File: config.mk
export PLATFORM = sky130hd
export DESIGN_NAME = serial_subtractor
export DESIGN_NICKNAME = d
export VERILOG_FILES = /design/src/rtl/serial_sub_pkg.sv /design/src/rtl/full_sub_bit.sv /design/src/rtl/serial_subtractor.sv
export SDC_FILE = /design/constraint.sdc
export NUM_CORES = 1
export LEC_CHECK = 0
export CORE_MARGIN = 3
export CORE_UTILIZATION = 50
export DETAILED_ROUTE_END_ITERATION = 10
export PLACE_DENSITY = 0.88
export REMOVE_ABC_BUFFERS = 1
export SYNTH_ARGS = -nofsm -noshare
export SYNTH_HDL_FRONTEND = slang
export SYNTH_SLANG_ARGS = --single-unit
export TNS_END_PERCENT = 50
File: constraint.sdc
create_clock -name clk -period 1.5 [get_ports clk]
set_input_delay 0.225 -clock clk [delete_from_list [all_inputs] [get_ports clk]]
set_output_delay 0.225 -clock clk [all_outputs]
set_load 0.1 [all_outputs]
File: src/rtl/serial_sub_pkg.sv
// Shared types and constants for the bit-serial subtractor.
package serial_sub_pkg;

    // Control states of the serial subtractor
    typedef enum logic [1:0] {
        IDLE = 2'd0,
        RUN  = 2'd1,
        DONE = 2'd2
    } sub_state_e;

    localparam int SERIAL_SUB_DEFAULT_WIDTH = 8;

endpackage

File: src/rtl/full_sub_bit.sv
// One-bit full subtractor: two chained half-difference stages whose
// borrows are OR-ed together.
module full_sub_bit (
    input  logic a,
    input  logic b,
    input  logic bin,
    output logic d,
    output logic bout
);

    logic d1;
    logic b1;
    logic b2;

    // First half stage (a - b), then second half stage (d1 - bin)
    always_comb begin
        d1   = a ^ b;
        b1   = ~a & b;
        d    = d1 ^ bin;
        b2   = ~d1 & bin;
        bout = b1 | b2;
    end

endmodule

File: src/rtl/serial_subtractor.sv
// Bit-serial WIDTH-bit subtractor: accepts a/b, computes a - b LSB-first one
// bit per clock through a single full_sub_bit cell, then holds the result
// until the consumer takes it.
module serial_subtractor
    import serial_sub_pkg::*;
#(
    parameter int WIDTH = SERIAL_SUB_DEFAULT_WIDTH
) (
    input  logic             clk,
    input  logic             rst_n,
    input  logic             in_valid,
    output logic             in_ready,
    input  logic [WIDTH-1:0] a,
    input  logic [WIDTH-1:0] b,
    output logic             out_valid,
    input  logic             out_ready,
    output logic [WIDTH-1:0] diff,
    output logic             borrow_out
);

    localparam int CW = $clog2(WIDTH);
    localparam logic [CW-1:0] CNT_LAST = CW'(WIDTH - 1);

    sub_state_e       state_q;
    logic [WIDTH-1:0] a_sr_q;
    logic [WIDTH-1:0] b_sr_q;
    logic [WIDTH-1:0] diff_sr_q;
    logic             borrow_q;
    logic [CW-1:0]    cnt_q;

    logic             bit_d;
    logic             borrow_d;

    // The only arithmetic in the datapath: the current LSBs plus the borrow
    full_sub_bit u_cell (
        .a    (a_sr_q[0]),
        .b    (b_sr_q[0]),
        .bin  (borrow_q),
        .d    (bit_d),
        .bout (borrow_d)
    );

    // FSM and datapath registers; handshake decodes come from state only
    always_ff @(posedge clk or negedge rst_n) begin
        if (!rst_n) begin
            state_q   <= IDLE;
            a_sr_q    <= '0;
            b_sr_q    <= '0;
            diff_sr_q <= '0;
            borrow_q  <= 1'b0;
            cnt_q     <= '0;
        end else begin
            case (state_q)
                IDLE: begin
                    if (in_valid) begin
                        a_sr_q   <= a;
                        b_sr_q   <= b;
                        borrow_q <= 1'b0;
                        cnt_q    <= '0;
                        state_q  <= RUN;
                    end
                end
                RUN: begin
                    // Operands drain LSB-first; result fills from the MSB so
                    // that after WIDTH shifts it sits fully aligned.
                    a_sr_q    <= a_sr_q >> 1;
                    b_sr_q    <= b_sr_q >> 1;
                    diff_sr_q <= {bit_d, diff_sr_q[WIDTH-1:1]};
                    borrow_q  <= borrow_d;
                    cnt_q     <= cnt_q + CW'(1);
                    if (cnt_q == CNT_LAST) begin
                        state_q <= DONE;
                    end
                end
                DONE: begin
                    // Result and borrow are untouched here, so they stay
                    // stable under backpressure.
                    if (out_ready) begin
                        state_q <= IDLE;
                    end
                end
                default: state_q <= IDLE;
            endcase
        end
    end

    assign in_ready   = (state_q == IDLE);
    assign out_valid  = (state_q == DONE);
    assign diff       = diff_sr_q;
    assign borrow_out = borrow_q;

endmodule

# Yosys cells after proc, flatten, opt, wreduce, memory -nomap -nowiden
# Cells that the tools add are included.
# op_classes
eq_ne,6
n_bitwise,7
reduce_logical,4
addsub,1
mux,12
# op_table
operator,n
$pmux W8 S2,2
$mux W8,2
$mux W2,3
$pmux W2 S3,1
$pmux W3 S2,1
$ne A2 B2 Y1 const B,2
$add A3 B1 Y3 const B,1
$eq A3 B3 Y1 const B,1
$mux W3,1
$reduce_and A3 Y1,1
$and A1 B1 Y1,2
$eq A2 B1 Y1 const B,1
$eq A2 B2 Y1 const B,1
$logic_not A2 Y1,1
$ne A2 B1 Y1 const B,1
$not A1 Y1,2
$pmux W1 S2,1
$reduce_and A2 Y1,1
$reduce_bool A2 Y1,1
$xor A1 B1 Y1,2
$mux W1,1
$or A1 B1 Y1,1
# word_totals
out_inout_bits,11
wordCells,36
reg_bits,30

# Longest topological paths before layout
# logic_depth
depth_word,5
mapped_depth,4
mapped_depth_nobuf,4

# By module
# A second synthesis with hierarchy kept.
# hier_totals
cells_unflattened,124
hier_area_um2,1622.8
# modules_own_cells
mod,area_per_inst_um2,cells_per_inst,instances
serial_subtractor,1591.5,120,1
full_sub_bit,31.3,4,1

# Worst setup path before layout
# Ideal clock, no wire load.
# synth_timing
kind,register to register
startpoint,reg state_q[1]
endpoint,reg state_q[1]
setup_time_ns,0.070
arrival_time_ns,2.236
n_path_buf,1
stages_incl_launch_ff,4
slack_ns,-0.806
path_cell_list,dfrtp_1 > buf_2 > nor2b_1 > a22o_1
# synth_via
elab_chain_cells,3
word_cells_on_any_way,8
# synth_rtl
item,line_no,rtl
start: declaration,serial_subtractor.sv:24,sub_state_e state_q;
start signal: assignment,serial_subtractor.sv:46,state_q <= IDLE;
start signal: assignment,serial_subtractor.sv:60,state_q <= RUN;
start signal: assignment,serial_subtractor.sv:72,state_q <= DONE;
$eq A2 B2 Y1 *,--,
via out_valid,serial_subtractor.sv:15,"output logic out_valid,"
$ne A2 B1 Y1 (no line),--,
$reduce_and A3 Y1 (no line),--,
# The timed path passes the listed nets; every way through them passes the cells marked *.
# A chain may end at the register's enable or synchronous reset.

# Worst setup path after layout
# layout_timing
startpoint,reg state_q[1]
endpoint,out out_valid
# layout_via
elab_chain_cells,1
# layout_rtl
item,line_no,rtl
$eq A2 B2 Y1,serial_subtractor.sv:88,assign out_valid = (state_q == DONE);
end: declaration,serial_subtractor.sv:15,
# Every way passes these cells.

==> metrics.md <==
| Metric | Value |
|---|---|
| Fin crit share | 0.9881 |
| Number of synthesized flops with an enable pin | 0 |
| Setup slack after placement | -0.08336 ns |
| Max incr delay on CP | 0.43 ns |
| Number of setup violations in the final report | 0 |
| CTS clock-pin slew for the worst setup and hold paths | 0.10 ns |
| Register-to-register setup slack | 0.09 ns |
| Clock root buffer master | sky130_fd_sc_hd__clkbuf_4 |
| Share of synthesized registers carrying an async set or reset | 1.000 |
| Count of unique library cells instantiated by Yosys | 25 |
| Total inserted antenna cells | 0 |
| CP required | 1.27 ns |
| Gate count of the mapped netlist | 116 |
| Number of CTS-inserted buffers | 5 |
| Most used cell, CP | sky130_fd_sc_hd__buf_12 |
| Maximum frequency from static timing analysis | 674.7 MHz |
| Internal Pwr Total | 0.002793 W |
| Pleak | 0.9161 nW |
| CTS Hold Bufs | 0 |
| Sequential element share of the synthesized area | 0.5155 |
| Antenna violations before repair | 0 |
| Critical path class | reg2out |
| Cell Area, Synth | 1456 sq um |
| Number of fillers in the final layout | 163 |
| Total routing resource utilization after global routing | 0.1881 |
| PD cells | 2467 nW/um^2 |
| Relative contribution of sequential cells to total power | 0.299 |
| Unrepaired setup endpoints after global routing | yes |
| Pin slew with the least headroom to its limit | 0.3698 ns |
| Global-route congestion overflow total | 0 |
| Number of routed nets with antenna violations | 0 |
| Width of the die | 59.97 microns |
| Data arrival time of the worst path | 1.26 ns |
| Tmin final | 1.482 ns |
| CP cell instances | buf_12, nor2b_4, buf_12 |
| Final #Nets | 180 |
| Routed via count divided by cell count | 5.676 |
| Comb power frac | 0.601 |
| Global-route wire length before repair | 4892 microns |
| HPWL reported at the end of detailed placement | 2075 microns |
| Outcome | finished clean |
| Launch instance of the worst register-to-register path | state_q[1]$_DFFE_PN0P_ |
| Vias in the first global route | 1028 |
| Count of input and output buffers | 30 |
| Clock sink count | 30 |
| IO Count | 31 |
| R2r worst-path depth | 5 |
| Final WL | 3107 microns |
| Number of flip-flops and latches in the synthesized netlist | 30 |
| Detailed-router iteration count before antenna repair | 5 |
| Starting density of the core | 0.5575 |
| Final hold violations | 0 |
| CTS H-Tree Depth | 2 |
| Routed via count | 1067 |
| Sort of element at the end of the critical path | output port |
| Worst path slowest cell | sky130_fd_sc_hd__dfrtp_2 |
| Die Ht | 59.97 microns |
| Cell Rows | 18 |
| Sequential cell area | 752.0 sq um |
| Weighted congestion reported at the end of routability-driven placement | 0.7356 |
| Starting DRT DRC Count | 24 |
| Worst ir drop on vdd | 2454 uV |
| Die footprint | 3596 sq um |
| Syn. warnings | 0 |
| Proportion of total power due to net switching | 0.4569 |
| Finished Layout Cells | 188 |
| Multi-input gate area | 623.1 sq um |
| Clk pwr share | 0.100 |
| DP Cell Count | 175 |
| Final max-slew violation count | 0 |
| Reported net switching power | 0.002349 W |
| Remaining DRCs | 0 |
| Maximum clock path buffer count | 2 |
| Clock tree from TritonCTS | built |
| Top flip-flop cell by instance count after synthesis | sky130_fd_sc_hd__dfrtp_1 |
| Category of the worst setup path launch point | flip-flop |
| Maximum number of pins on one net before global-route repair | 34 |
| Smallest setup slack after layout | 0.01782 ns |
| Layout overhead on the synthesized area | 43.13% |
| Worst min path class | in2async |
| Maximum fanout encountered on the critical timing path | 9 |
| Number of maximum-capacitance constraint violations | 0 |
| Fraction of final layout cells with drive strength greater than 1 | 0.3228 |
| Setup Skew | 0.008597 ns |
| R2r endpoint | b_sr_q[3]$_DFFE_PN0P_ |
| Placeable core region | 2613 sq um |
| WL per Instance | 16.53 microns |
| Worst hold-check slack | 0.2747 ns |
| Clock insertion delay at the later pin of the skew report | 0.33 ns |
| Rel. slew slack | 0.7534 |
| Mean cell area of the mapped netlist | 12.56 sq um |
flip-flops by register name, summed over array words and instances (netlist names):
signal / count
b_sr_q: 8
cnt_q: 3
a_sr_q: 8
borrow_out: 1
diff: 8
state_q: 2
cells in the mapped netlist (all sizes together), types with 3 or more instances:
library cell	count	area (sq um)
dfrtp	30	750.7
inv	9	33.78
nor3b	9	67.56
a211oi	7	52.55
buf	7	47.54
mux2	7	78.82
nor4b	7	61.31
o221a	7	78.83
or4b	7	70.07
a22o	4	35.03
clkbuf	4	16.26
nand2b	3	18.77
power groups by stage:
stage / clock network [W] / logic, W / registers, W
finish: 0.000515 / 0.00309 / 0.00154
global route: 0.000561 / 0.00326 / 0.00158
CTS: 0.000521 / 0.00303 / 0.00153
detailed placement: 0 / 0.00302 / 0.00154
global placement: 0 / 0.00292 / 0.00151
floorplan: 0 / 0.000995 / 0.00238
layout by cell type (no fill, tap or decap), types with 2 or more instances in the layout:
master / instances
sky130_fd_sc_hd__nand2b_1: 3
sky130_fd_sc_hd__o221a_2: 7
sky130_fd_sc_hd__clkdlybuf4s50_1: 19
sky130_fd_sc_hd__inv_1: 9
sky130_fd_sc_hd__a22o_1: 4
sky130_fd_sc_hd__dfrtp_1: 29
sky130_fd_sc_hd__mux2i_1: 2
sky130_fd_sc_hd__a211oi_1: 7
sky130_fd_sc_hd__nor3b_1: 9
sky130_fd_sc_hd__buf_12: 14
sky130_fd_sc_hd__mux2_2: 6
sky130_fd_sc_hd__nor4b_1: 7
sky130_fd_sc_hd__ha_1: 2
sky130_fd_sc_hd__or4b_1: 7
sky130_fd_sc_hd__a211o_1: 2
sky130_fd_sc_hd__clkbuf_4: 5
sky130_fd_sc_hd__buf_4: 11
sky130_fd_sc_hd__nor4bb_1: 2
cell type report:
| cell class | count | share of cell area |
|---|---|---|
| sequential | 30 | 0.3607 |
| tap | 30 | 0.01801 |
| inverter | 9 | 0.01621 |
| clock buffer | 7 | 0.02641 |
| clock inverter | 1 | 0.002401 |
| timing repair buffer | 45 | 0.2773 |
| multi-input combinational | 66 | 0.2989 |
metal layers:
layer,GRT usage,vias to the layer above,share of wire
li1,-,515,-
met1,0.2430,515,0.43
met2,0.2870,33,0.49
met3,0.06263,4,0.057
met4,0.08228,0,0.016
met5,0,-,0
worst max-delay path, delay by kind of cell, from the launching register on:
kind	cells	cell delay (ns)
flip-flops	1	0.43
AND/OR/NAND/NOR	1	0.17
buffers and inverters	2	0.32
worst max path at each step:
| stage | startpoint | to | slack, ns |
|---|---|---|---|
| after floorplan | state_q[1]$_DFFE_PN0P_ | state_q[1]$_DFFE_PN0P_ | -1.05 |
| final | state_q[1]$_DFFE_PN0P_ | out_valid | 0.02 |
| after global routing | state_q[1]$_DFFE_PN0P_ | out_valid | -0.03 |
| after CTS | state_q[1]$_DFFE_PN0P_ | out_valid | -0.01 |
| after global placement | in_valid | a_sr_q[6]$_DFFE_PN0P_ | -0.03 |
| after detailed placement | in_valid | b_sr_q[5]$_DFFE_PN0P_ | -0.08 |
through the flow:
step	total power [W]	cell area (sq um)	setup TNS, ns	util
2_1_floorplan	0.003375	1393	-5.353	-
5_1_grt	0.005399	2085	-0.03265	0.7979
3_3_place_gp	0.004432	1953	-0.1929	0.7476
3_5_place_dp	0.004559	1953	-0.5555	0.7476
4_1_cts	0.005082	2023	-0.01455	0.7744
6_report	0.005142	2085	0	0.7979
cells by family (layout without fill, tap and decap cells):
logic type	Yosys count	after routing	synth area share
compound gates	23	23	0.1443
fa+ha+maj	3	3	0.03093
buf+inv	20	62	0.06700
flops	30	30	0.5155
mux	9	9	0.06787
simple gates	31	31	0.1744
what timing repair did:
| action | 4_1_cts | 5_1_grt |
|---|---|---|
| resized for setup | 3 | 2 |
| cloned | 0 | 1 |
| endpoints found under the setup margin | 2 | 2 |
| setup buffers | 0 | 4 |
Power figures use the tool's default switching activity.
